## src/rtl/decode_pkg.sv

```systemverilog
// Shared decode definitions: datapath width default, RV opcodes, ALUOp encodings
// and the control-word decode used by the decode stage.
package decode_pkg;

    localparam int XLEN_DEFAULT = 64;

    localparam logic [6:0] OP_R      = 7'b0110011;
    localparam logic [6:0] OP_I_ALU  = 7'b0010011;
    localparam logic [6:0] OP_LOAD   = 7'b0000011;
    localparam logic [6:0] OP_STORE  = 7'b0100011;
    localparam logic [6:0] OP_BRANCH = 7'b1100011;

    localparam logic [1:0] ALUOP_ADD    = 2'b00;
    localparam logic [1:0] ALUOP_BRANCH = 2'b01;
    localparam logic [1:0] ALUOP_R      = 2'b10;
    localparam logic [1:0] ALUOP_I      = 2'b11;

    typedef struct packed {
        logic       reg_write;
        logic       mem_read;
        logic       mem_write;
        logic       mem_to_reg;
        logic       alu_src;
        logic       branch;
        logic [1:0] alu_op;
        logic [3:0] funct4;
        logic       illegal;
    } ctrl_t;

    function automatic ctrl_t decode_ctrl(input logic [31:0] inst);
        ctrl_t c;
        c        = '0;
        c.funct4 = {inst[30], inst[14:12]};
        case (inst[6:0])
            OP_R: begin
                c.reg_write = 1'b1;
                c.alu_op    = ALUOP_R;
            end
            OP_I_ALU: begin
                c.reg_write = 1'b1;
                c.alu_src   = 1'b1;
                c.alu_op    = ALUOP_I;
            end
            OP_LOAD: begin
                c.reg_write  = 1'b1;
                c.mem_read   = 1'b1;
                c.mem_to_reg = 1'b1;
                c.alu_src    = 1'b1;
                c.alu_op     = ALUOP_ADD;
            end
            OP_STORE: begin
                c.mem_write = 1'b1;
                c.alu_src   = 1'b1;
                c.alu_op    = ALUOP_ADD;
            end
            OP_BRANCH: begin
                c.branch = 1'b1;
                c.alu_op = ALUOP_BRANCH;
            end
            default: begin
                // Unsupported opcode: every control and funct4 are driven to 0.
                c         = '0;
                c.illegal = 1'b1;
            end
        endcase
        // Writes to x0 are architecturally discarded, so never request them.
        if (inst[11:7] == 5'd0) c.reg_write = 1'b0;
        return c;
    endfunction

endpackage

```

## src/rtl/imm_gen.sv

```systemverilog
// Combinational immediate generator: selects the immediate format from the opcode
// and sign-extends it to XLEN; formats without an immediate yield 0.
module imm_gen
    import decode_pkg::*;
#(
    parameter int XLEN = XLEN_DEFAULT
) (
    input  logic [31:0]     instruction,
    output logic [XLEN-1:0] imm
);

    always_comb begin
        imm = '0;
        case (instruction[6:0])
            OP_I_ALU, OP_LOAD:
                imm = {{(XLEN-12){instruction[31]}}, instruction[31:20]};
            OP_STORE:
                imm = {{(XLEN-12){instruction[31]}}, instruction[31:25], instruction[11:7]};
            OP_BRANCH:
                imm = {{(XLEN-13){instruction[31]}}, instruction[31], instruction[7],
                       instruction[30:25], instruction[11:8], 1'b0};
            default:
                imm = '0;
        endcase
    end

endmodule

```

## src/rtl/instruction_decode_stage.sv

```systemverilog
// Single-entry decode pipeline register: decodes a fetched RV instruction into
// register specifiers, control signals and immediate with one-cycle latency.
module instruction_decode_stage
    import decode_pkg::*;
#(
    parameter int XLEN = XLEN_DEFAULT
) (
    input  logic            clk,
    input  logic            reset,
    input  logic            in_valid,
    output logic            in_ready,
    input  logic [31:0]     instruction,
    input  logic [XLEN-1:0] pc,
    input  logic            flush,
    output logic            out_valid,
    input  logic            out_ready,
    output logic [4:0]      rs1,
    output logic [4:0]      rs2,
    output logic [4:0]      rd,
    output logic [XLEN-1:0] out_pc,
    output logic [XLEN-1:0] imm,
    output logic            RegWrite,
    output logic            MemRead,
    output logic            MemWrite,
    output logic            MemtoReg,
    output logic            ALUSrc,
    output logic            Branch,
    output logic [1:0]      ALUOp,
    output logic [3:0]      funct4,
    output logic            illegal,
    output logic [31:0]     decode_count
);

    // Handshakes: a word moves when valid && ready on the same rising edge.
    // valid never depends on ready; the stage takes a new word whenever its
    // register is empty or being drained this cycle, unless a flush is active.
    logic            accept;
    ctrl_t           ctrl_d;
    logic [XLEN-1:0] imm_d;

    assign in_ready = (!out_valid || out_ready) && !flush;
    assign accept   = in_valid && in_ready;

    always_comb ctrl_d = decode_ctrl(instruction);

    imm_gen #(.XLEN(XLEN)) u_imm_gen (
        .instruction (instruction),
        .imm         (imm_d)
    );

    always_ff @(posedge clk or negedge reset) begin
        if (!reset) begin
            out_valid    <= 1'b0;
            rs1          <= '0;
            rs2          <= '0;
            rd           <= '0;
            out_pc       <= '0;
            imm          <= '0;
            RegWrite     <= 1'b0;
            MemRead      <= 1'b0;
            MemWrite     <= 1'b0;
            MemtoReg     <= 1'b0;
            ALUSrc       <= 1'b0;
            Branch       <= 1'b0;
            ALUOp        <= '0;
            funct4       <= '0;
            illegal      <= 1'b0;
            decode_count <= '0;
        end else if (accept) begin
            out_valid <= 1'b1;
            rs1       <= instruction[19:15];
            rs2       <= instruction[24:20];
            rd        <= instruction[11:7];
            out_pc    <= pc;
            imm       <= imm_d;
            RegWrite  <= ctrl_d.reg_write;
            MemRead   <= ctrl_d.mem_read;
            MemWrite  <= ctrl_d.mem_write;
            MemtoReg  <= ctrl_d.mem_to_reg;
            ALUSrc    <= ctrl_d.alu_src;
            Branch    <= ctrl_d.branch;
            ALUOp     <= ctrl_d.alu_op;
            funct4    <= ctrl_d.funct4;
            illegal   <= ctrl_d.illegal;
            if (!ctrl_d.illegal) decode_count <= decode_count + 32'd1;
        end else if (flush || out_ready) begin
            out_valid <= 1'b0;
        end
    end

endmodule

```

## config.mk

```make
export PLATFORM = sky130hd
export DESIGN_NAME = instruction_decode_stage
export DESIGN_NICKNAME = d
export VERILOG_FILES = /design/src/rtl/decode_pkg.sv /design/src/rtl/imm_gen.sv /design/src/rtl/instruction_decode_stage.sv
export SDC_FILE = /design/constraint.sdc
export NUM_CORES = 1
export LEC_CHECK = 0
export ABC_AREA = 1
export ABC_CLOCK_PERIOD_IN_PS = 1400
export BUFFER_PORTS_ARGS = -buffer_cell sky130_fd_sc_hd__buf_4
export CORE_UTILIZATION = 46
export DETAILED_ROUTE_END_ITERATION = 10
export GPL_TIMING_DRIVEN = 0
export MAX_ROUTING_LAYER = met4
export PLACE_DENSITY = 0.77
export SKIP_LAST_GASP = 1
export SYNTH_ARGS = -nofsm -noshare
export SYNTH_HDL_FRONTEND = slang
export SYNTH_HIERARCHICAL = 1
export SYNTH_SLANG_ARGS = --single-unit
```

## constraint.sdc

```tcl
create_clock -name clk -period 1.4 [get_ports clk]
set_clock_uncertainty 0.05 [all_clocks]
set_input_delay 0.28 -clock clk [delete_from_list [all_inputs] [get_ports clk]]
set_output_delay 0.28 -clock clk [all_outputs]
set_load 0.05 [all_outputs]
```

==> summary.md, run 1 <==
| Metric | Value |
|---|---|
| Critical path peak fanout | `7` |
| Multi-input logic area | `between 3000 and 4000 sq um` |
| Final setup violation count | `about 130` |
| WS Path Type | `reg2reg` |
| Pre-CTS WS | `-931 ps` |
| Power Density | `1080 nW/um^2` |
| Worst Setup Start Kind | `flip-flop` |
| Largest net degree at the start of global routing | `between 90 and 100` |
| Max Clk Rate | `about 650 MHz` |
| R2r worst-path depth | `9` |
| Slew Limit Headroom | `0.496` |
| Die Y | `about 140 um` |
| Worst-skew pair later-pin latency | `430 ps` |
| Final period util | `1.10` |
| Reported net switching power | `4.87 mW` |
| Gr ovfl total | `0` |
| Port bufs | `290` |
| Slowest stage delay, CP | `430 ps` |
| Avg Inst Size Synth | `around 8.2 sq um` |
| CTS clk-pin slew, worst paths | `80 ps` |
| Setup crit end | `decode_count[28]$_DFFE_PN0P_` |
| Max layer used | `met4` |
| Unrepaired setup endpoints after global routing | `yes` |
| Worst hold path type | `in2async` |
| Met2 WL | `roughly 13 mm` |
| Routed WL per cell | `15.6 um` |
| Avg Vias per Cell | `between 4 and 5` |
| CTS tree | `done` |
| Diodes inserted | `0` |
| Non-filler cells, final | `1680` |
| Row count | `slightly below 50` |
| TNS Setup | `-6370 ps` |
| Placed Area | `about 11000 sq um` |
| Sw Share | `0.341` |
| Die Area | `approximately 19000 sq um` |
| Commonest non-fill, non-tap cell in the layout | `nand2_1` |
| DR vias | `around 8200` |
| Crit path buf inv count | `2` |
| Sequential power share | `0.426` |
| Most frequent cells in the layout | `nand2_1, buf_4, dfrtp_1` |
| Vias in the first global route | `slightly below 8000` |
| Critical path cell sequence | `nand2_4 > nand3_4 > clkinv_4 > nand2_8 > buf_8 > nor2_8 > nand2_1 > nand2_1 > nand2_1` |
| Post-DP HPWL | `16.6 mm` |
| Post-Syn Instances | `1032` |
| WL met1 | `between 10 and 15 mm` |
| Total CTS buffers | `17` |
| Int Pwr | `around 9.4 mW` |
| Reg2reg end | `decode_count[28]$_DFFE_PN0P_` |
| Library cells used by synthesis | `31` |
| Clk pwr share | `0.327` |
| H-tree depth | `4` |
| Pre-antenna DRT Iters | `5` |
| DR iter-0 viols | `roughly 470` |
| Sequential area share after synthesis | `0.554` |
| Drt total wl | `26.2 mm` |
| Status | `finished with violations` |
| FF+latch count, synth | `188` |
| Comb pwr share | `0.247` |
| CTS sink count | `about 190` |
| Inst Count DP | `~1600` |
| Final min period | `1530 ps` |
| DRC Markers | `0` |
| Gp weighted congestion | `0.876` |
| Final #Nets | `1540` |
| Levels on crit path | `9` |
| WHS | `-210 ps` |
| Crit Reg-Reg Startpoint | `out_valid$_DFFE_PN0P_` |
| Worst path required time | `around 1700 ps` |
| P_leak | `around 7.3 nW` |
| Core Util, Final | `0.730` |
| Number of synthesis warnings | `6` |
| Max_cap viols | `0` |
| IO Pins | `slightly below 300` |
| CTS Root Cell | `clkbuf_16` |
| Initial Util | `0.471` |
| Total track usage | `0.272` |
| CP most frequent cell | `nand2_1` |
| Die width | `about 140 um` |
| Maximum root-to-sink buffer count | `2` |
| Worst slew pin tran | `between 700 and 800 ps` |
| CP delay by family, top | `simple AND/OR/NAND/NOR gates` |
| Setup slack after layout | `-134 ps` |
| Hold Buf Count CTS | `between 50 and 60` |
| Finished Cell Area | `roughly 13000 sq um` |
| Ratio of cells with drive above 1 in the final layout | `0.395` |
| Syn_nets | `around 1100` |
| Area Overhead vs Synth | `55.0%` |
| Synth Cell Area | `~8500 sq um` |
| FILL cells | `between 1000 and 1500` |
| Max VDD drop | `around 1.2 mV` |
| Antenna violations before repair | `0` |
| CP startpoint | `out_valid$_DFFE_PN0P_` |
| Core Area | `~18000 sq um` |
| R2r setup slk | `-130 ps` |
| Slowest CP cell | `dfrtp_2` |
| First-pass GRT wire length | `38.6 mm` |
| Critical path capture point type | `flip-flop` |
| Met3 routed WL | `between 1.5 and 2 mm` |
| Critical Path AT | `around 1800 ps` |
| Failing checks | `negative hold slack, negative setup slack` |
| Sequential cell area | `around 4700 sq um` |
| Antenna-violating nets left | `0` |
| Final hold viol count | `94` |
| Fin. max-slew vios | `0` |
==> cell type report <==
| type | count | area share |
|---|---|---|
| inverter | 61 | 0.0191 |
| multi-input combinational | 697 | 0.250 |
| sequential | 188 | 0.360 |
| timing repair buffer | 388 | 0.250 |
| buffer | 85 | 0.0553 |
| clock buffer | 18 | 0.0334 |
| tap | 229 | 0.0218 |
| clock inverter | 14 | 0.00941 |
==> stage by stage <==
stage / hold WS (ps) / total power [mW]
floorplan: -65.6 / 8.11
global placement: 388 / 9.29
detailed placement: 297 / 9.35
CTS: -165 / 14.2
global route: -150 / 14.8
finish: -210 / 14.3
==> cells in the mapped netlist <==
cell	number	area (sq um)
o21a_1	1	7.51
ha_1	1	12.5
buf_6	2	22.5
nand4_1	18	113
nor2_4	7	78.8
and2_1	1	6.26
dfrtp_1	188	4700
xor2_1	6	52.6
a21oi_1	2	10.0
buf_2	15	75.1
buf_4	55	413
nand3_1	36	180
nor2_1	30	113
nor2_8	1	20.0
o21ai_0	12	60.1
xnor2_1	8	70.1
clkbuf_1	17	63.8
o31ai_1	1	7.51
nand3_4	1	17.5
o21ai_4	1	16.3
nand2_4	1	11.3
nand3b_1	3	22.5
nand2_2	5	31.3
inv_1	56	210
nor2_2	10	62.6
nor3_1	3	15.0
inv_2	4	15.0
nand2_1	541	2030
clkinv_2	1	5.00
a22o_1	4	35.0
o21ai_1	1	5.00
==> what timing repair did <==
item,in CTS,in global routing
pin swaps,24,14
gates resized for setup,98,65
hold endpoints to repair,146,94
setup endpoints to repair,170,211
gates cloned,4,3
buffers inserted,26,15
==> power groups by stage <==
stage	registers [mW]	logic, mW	clock network [mW]
finish	6.08	3.52	4.67
global route	6.12	3.71	4.95
floorplan	7.54	0.575	0
detailed placement	6.16	3.19	0
global placement	6.15	3.13	0
CTS	6.06	3.43	4.75
==> worst register-to-register path, cell delays in order, from the launching register on <==
cell      delay, ps
dfrtp_2         430
nand2_4          90
nand3_4         150
clkinv_4        140
nand2_8          80
buf_8           180
nor2_8          110
nand2_1          70
nand2_1          60
nand2_1          60
==> per-layer routing <==
metal / vias up / global-route usage
met1: 3917 / 0.325
li1: 3923 / -
met3: 64 / 0.0430
met5: - / -
met2: 317 / 0.462
met4: 0 / 0.104
==> how the worst min path moves through the flow <==
stage	cells after the start	from	to
CTS	1	reset	out_pc[55]$_DFFE_PN0P_
global placement	2	flush	out_valid$_DFFE_PN0P_
floorplan	0	reset	ALUOp[0]$_DFFE_PN0P_
global route	1	reset	out_pc[55]$_DFFE_PN0P_
finish	1	reset	out_pc[55]$_DFFE_PN0P_
detailed placement	1	reset	out_pc[55]$_DFFE_PN0P_
==> kinds of logic after synthesis <==
kind of cell               share of synthesized area
AOI/OAI and AO/OA                             0.0167
xor gates and xnor gates                      0.0144
adders and majority gates                    0.00147
buffers and inverters                         0.0948
DFF                                            0.554
and+or+nand+nor                                0.318
==> state kept, by name, summed over array words and instances (netlist names), 2 cells and up <==
register,flops
decode_count,32
rs1,5
rs2,5
out_pc,64
funct4,4
ALUOp,2
imm,64
rd,5
No activity file was read; power rests on OpenSTA's default activity.
==> run 2: changes to the inputs <==
Settings changed: GPL_TIMING_DRIVEN 0 to default, HOLD_SLACK_MARGIN from default to 0.05, REMOVE_ABC_BUFFERS from default to 1.
==> summary.md, run 2 (synthesis gave the netlist of run 1 again) <==
| Metric | Value |
|---|---|
| Gr ovfl total | `0 (unchanged)` |
| CTS clk-pin slew, worst paths | `80 ps (about the same)` |
| Die Y | `138 um (unchanged)` |
| H-tree depth | `4 (unchanged)` |
| Final setup violation count | `180 (+34%)` |
| Slowest CP cell | `dfrtp_1` |
| Total track usage | `0.302 (+0.0296)` |
| Port bufs | `290 (unchanged)` |
| Max_cap viols | `0 (unchanged)` |
| Final hold viol count | `0 (-100%)` |
| Final #Nets | `1590 (+3.2%)` |
| Status | `finished with violations` |
| Final min period | `1620 ps (+83.8 ps)` |
| Unrepaired setup endpoints after global routing | `yes` |
| Max Clk Rate | `618 MHz (-5.2%)` |
| Worst hold path startpoint | `instruction[11]` |
| Maximum root-to-sink buffer count | `2 (unchanged)` |
| Worst slew pin tran | `366 ps (-390 ps)` |
| Vias in the first global route | `8648 (+11%)` |
| Slew Limit Headroom | `0.755 (+0.259)` |
| Row count | `49 (unchanged)` |
| Core Util, Final | `0.808 (+0.0783)` |
| Commonest non-fill, non-tap cell in the layout | `nand2_1` |
| Ratio of cells with drive above 1 in the final layout | `0.440 (+0.0448)` |
| Worst path required time | `1710 ps (+40 ps)` |
| Area Overhead vs Synth | `71.7%` |
| Failing checks | `negative setup slack` |
| Post-DP HPWL | `17.0 mm (+2.1%)` |
| Critical Path AT | `1930 ps (+130 ps)` |
| Drt total wl | `33.8 mm (+29%)` |
| Fin. max-slew vios | `0 (unchanged)` |
| Finished Cell Area | `14600 sq um (+11%)` |
| Power Density | `1040 nW/um^2 (-4.1%)` |
| Routed WL per cell | `19.5 um (+25%)` |
| CTS sink count | `188 (unchanged)` |
| DR vias | `9312 (+13%)` |
| Critical path peak fanout | `7 (unchanged)` |
| IO Pins | `291 (unchanged)` |
| FILL cells | `899 (-28%)` |
| Placed Area | `11300 sq um (+0.82%)` |
| Worst hold path type | `in2reg` |
| R2r setup slk | `-220 ps (-80 ps)` |
| Worst Setup Start Kind | `flip-flop` |
| DR iter-0 viols | `781 (+65%)` |
| Most frequent cells in the layout | `nand2_1, buf_4, dfrtp_1` |
| Antenna-violating nets left | `0 (unchanged)` |
| Sequential cell area | `4720 sq um (-0.55%)` |
| Total Power | `15.1 mW (+6.1%)` |
| Antenna violations before repair | `1 (+1)` |
| Gp weighted congestion | `0.896 (+2.4%)` |
| Largest net degree at the start of global routing | `61 (-36%)` |
| Avg Vias per Cell | `5.38 (+9.9%)` |
| Pre-CTS WS | `-116 ps (+814 ps)` |
| Core Area | `18000 sq um (unchanged)` |
| Worst-skew pair later-pin latency | `430 ps (about the same)` |
| Reg2reg end | `imm[52]$_DFFE_PN0P_` |
| Hold endpoint | `rd[4]$_DFFE_PN0P_` |
| Critical path capture point type | `flip-flop` |
| R2r worst-path depth | `8 (-1)` |
| Crit Reg-Reg Startpoint | `out_valid$_DFFE_PN0P_` |
| CTS tree | `done` |
| P_leak | `8.03 nW (+9.9%)` |
| CTS Root Cell | `clkbuf_16` |
| Final period util | `1.16 (+0.0598)` |
| Setup slack after layout | `-217 ps (-83.8 ps)` |
| Die width | `138 um (unchanged)` |
| WS Path Type | `reg2reg` |
| Die Area | `19000 sq um (unchanged)` |
| Pre-antenna DRT Iters | `6 (+1)` |
| Top flop regs | `imm: 64 flops, out_pc: 64 flops, decode_count: 32 flops` |
| DRC Markers | `0 (unchanged)` |
| Slowest stage delay, CP | `400 ps (-30 ps)` |
| Total CTS buffers | `17 (unchanged)` |
| Multi-input logic area | `3670 sq um (+11%)` |
| First-pass GRT wire length | `42.6 mm (+10%)` |
| Hold Crit Depth | `3` |
| Critical path cell sequence | `nand2_2 > nand3_4 > inv_8 > buf_12 > buf_12 > clkbuf_16 > nand2_1 > nand2_1` |
| Initial Util | `0.471 (unchanged)` |
| Max VDD drop | `0.845 mV (-30%)` |
==> run 2: power breakdown <==
part / switching, mW / internal, mW / total (mW)
clock: 2.41 / 2.58 / 4.99
combinational: 2.60 / 1.43 / 4.03
sequential: 0.298 / 5.82 / 6.12
==> run 2: worst max-delay path by stage <==
| stage | from | end | slack [ps] | cells after the start |
|---|---|---|---|---|
| floorplan | out_valid$_DFFE_PN0P_ | decode_count[9]$_DFFE_PN0P_ | -2570 | 6 |
| global placement | flush | funct4[2]$_DFFE_PN0P_ | -90 | 6 |
| detailed placement | decode_count[0]$_DFFE_PN0P_ | decode_count[18]$_DFFE_PN0P_ | -120 | 9 |
| CTS | out_valid$_DFFE_PN0P_ | in_ready | -140 | 4 |
| global route | decode_count[7]$_DFFE_PN0P_ | decode_count[31]$_DFFE_PN0P_ | -270 | 10 |
| finish | out_valid$_DFFE_PN0P_ | imm[52]$_DFFE_PN0P_ | -220 | 8 |
==> run 2: area by class of cell <==
cell class / instances / share of cell area
antenna: 1 / 0.000172
clock buffer: 18 / 0.0295
clock inverter: 14 / 0.0115
inverter: 61 / 0.0162
multi-input combinational: 694 / 0.252
sequential: 188 / 0.324
tap: 229 / 0.0197
timing repair buffer: 526 / 0.348
==> run 2: what timing repair did <==
| action | 4_1_cts | 5_1_grt |
|---|---|---|
| hold buffers | 80 | 0 |
| endpoints found under the hold margin | 201 | 0 |
| gates resized for setup | 146 | 192 |
| cloned | 5 | 9 |
| setup buffers | 35 | 22 |
| setup endpoints to repair | 121 | 200 |
| pin swaps | 27 | 69 |
==> run 2: worst max-delay path, delay by kind of cell, from the launching register on <==
kind / cells / cell delay [ps]
and+or+nand+nor: 4 / 440
buffers and inverters: 4 / 630
DFF: 1 / 400
==> run 2: routing by layer <==
| metal | part of all wire | wire length [um] | vias up | global-route usage |
|---|---|---|---|---|
| met2 | 0.52 | 17600 | 672 | 0.513 |
| met5 | 0 | 0 | - | - |
| met3 | 0.088 | 2970 | 160 | 0.0522 |
| li1 | - | - | 4031 | - |
| met4 | 0.048 | 1610 | 0 | 0.145 |
| met1 | 0.34 | 11600 | 4449 | 0.346 |
==> run 2: per-stage QoR <==
| stage | TNS [ps] | hold WS [ps] | std cells |
|---|---|---|---|
| 2_1_floorplan | -379010 | -65.6 | 943 |
| 3_3_place_gp | -1270 | 93.1 | 1553 |
| 3_5_place_dp | -3840 | 94.9 | 1553 |
| 4_1_cts | -5670 | 59.5 | 1704 |
| 5_1_grt | -26610 | 73.0 | 1731 |
| 6_report | -20190 | 79.5 | 1731 |
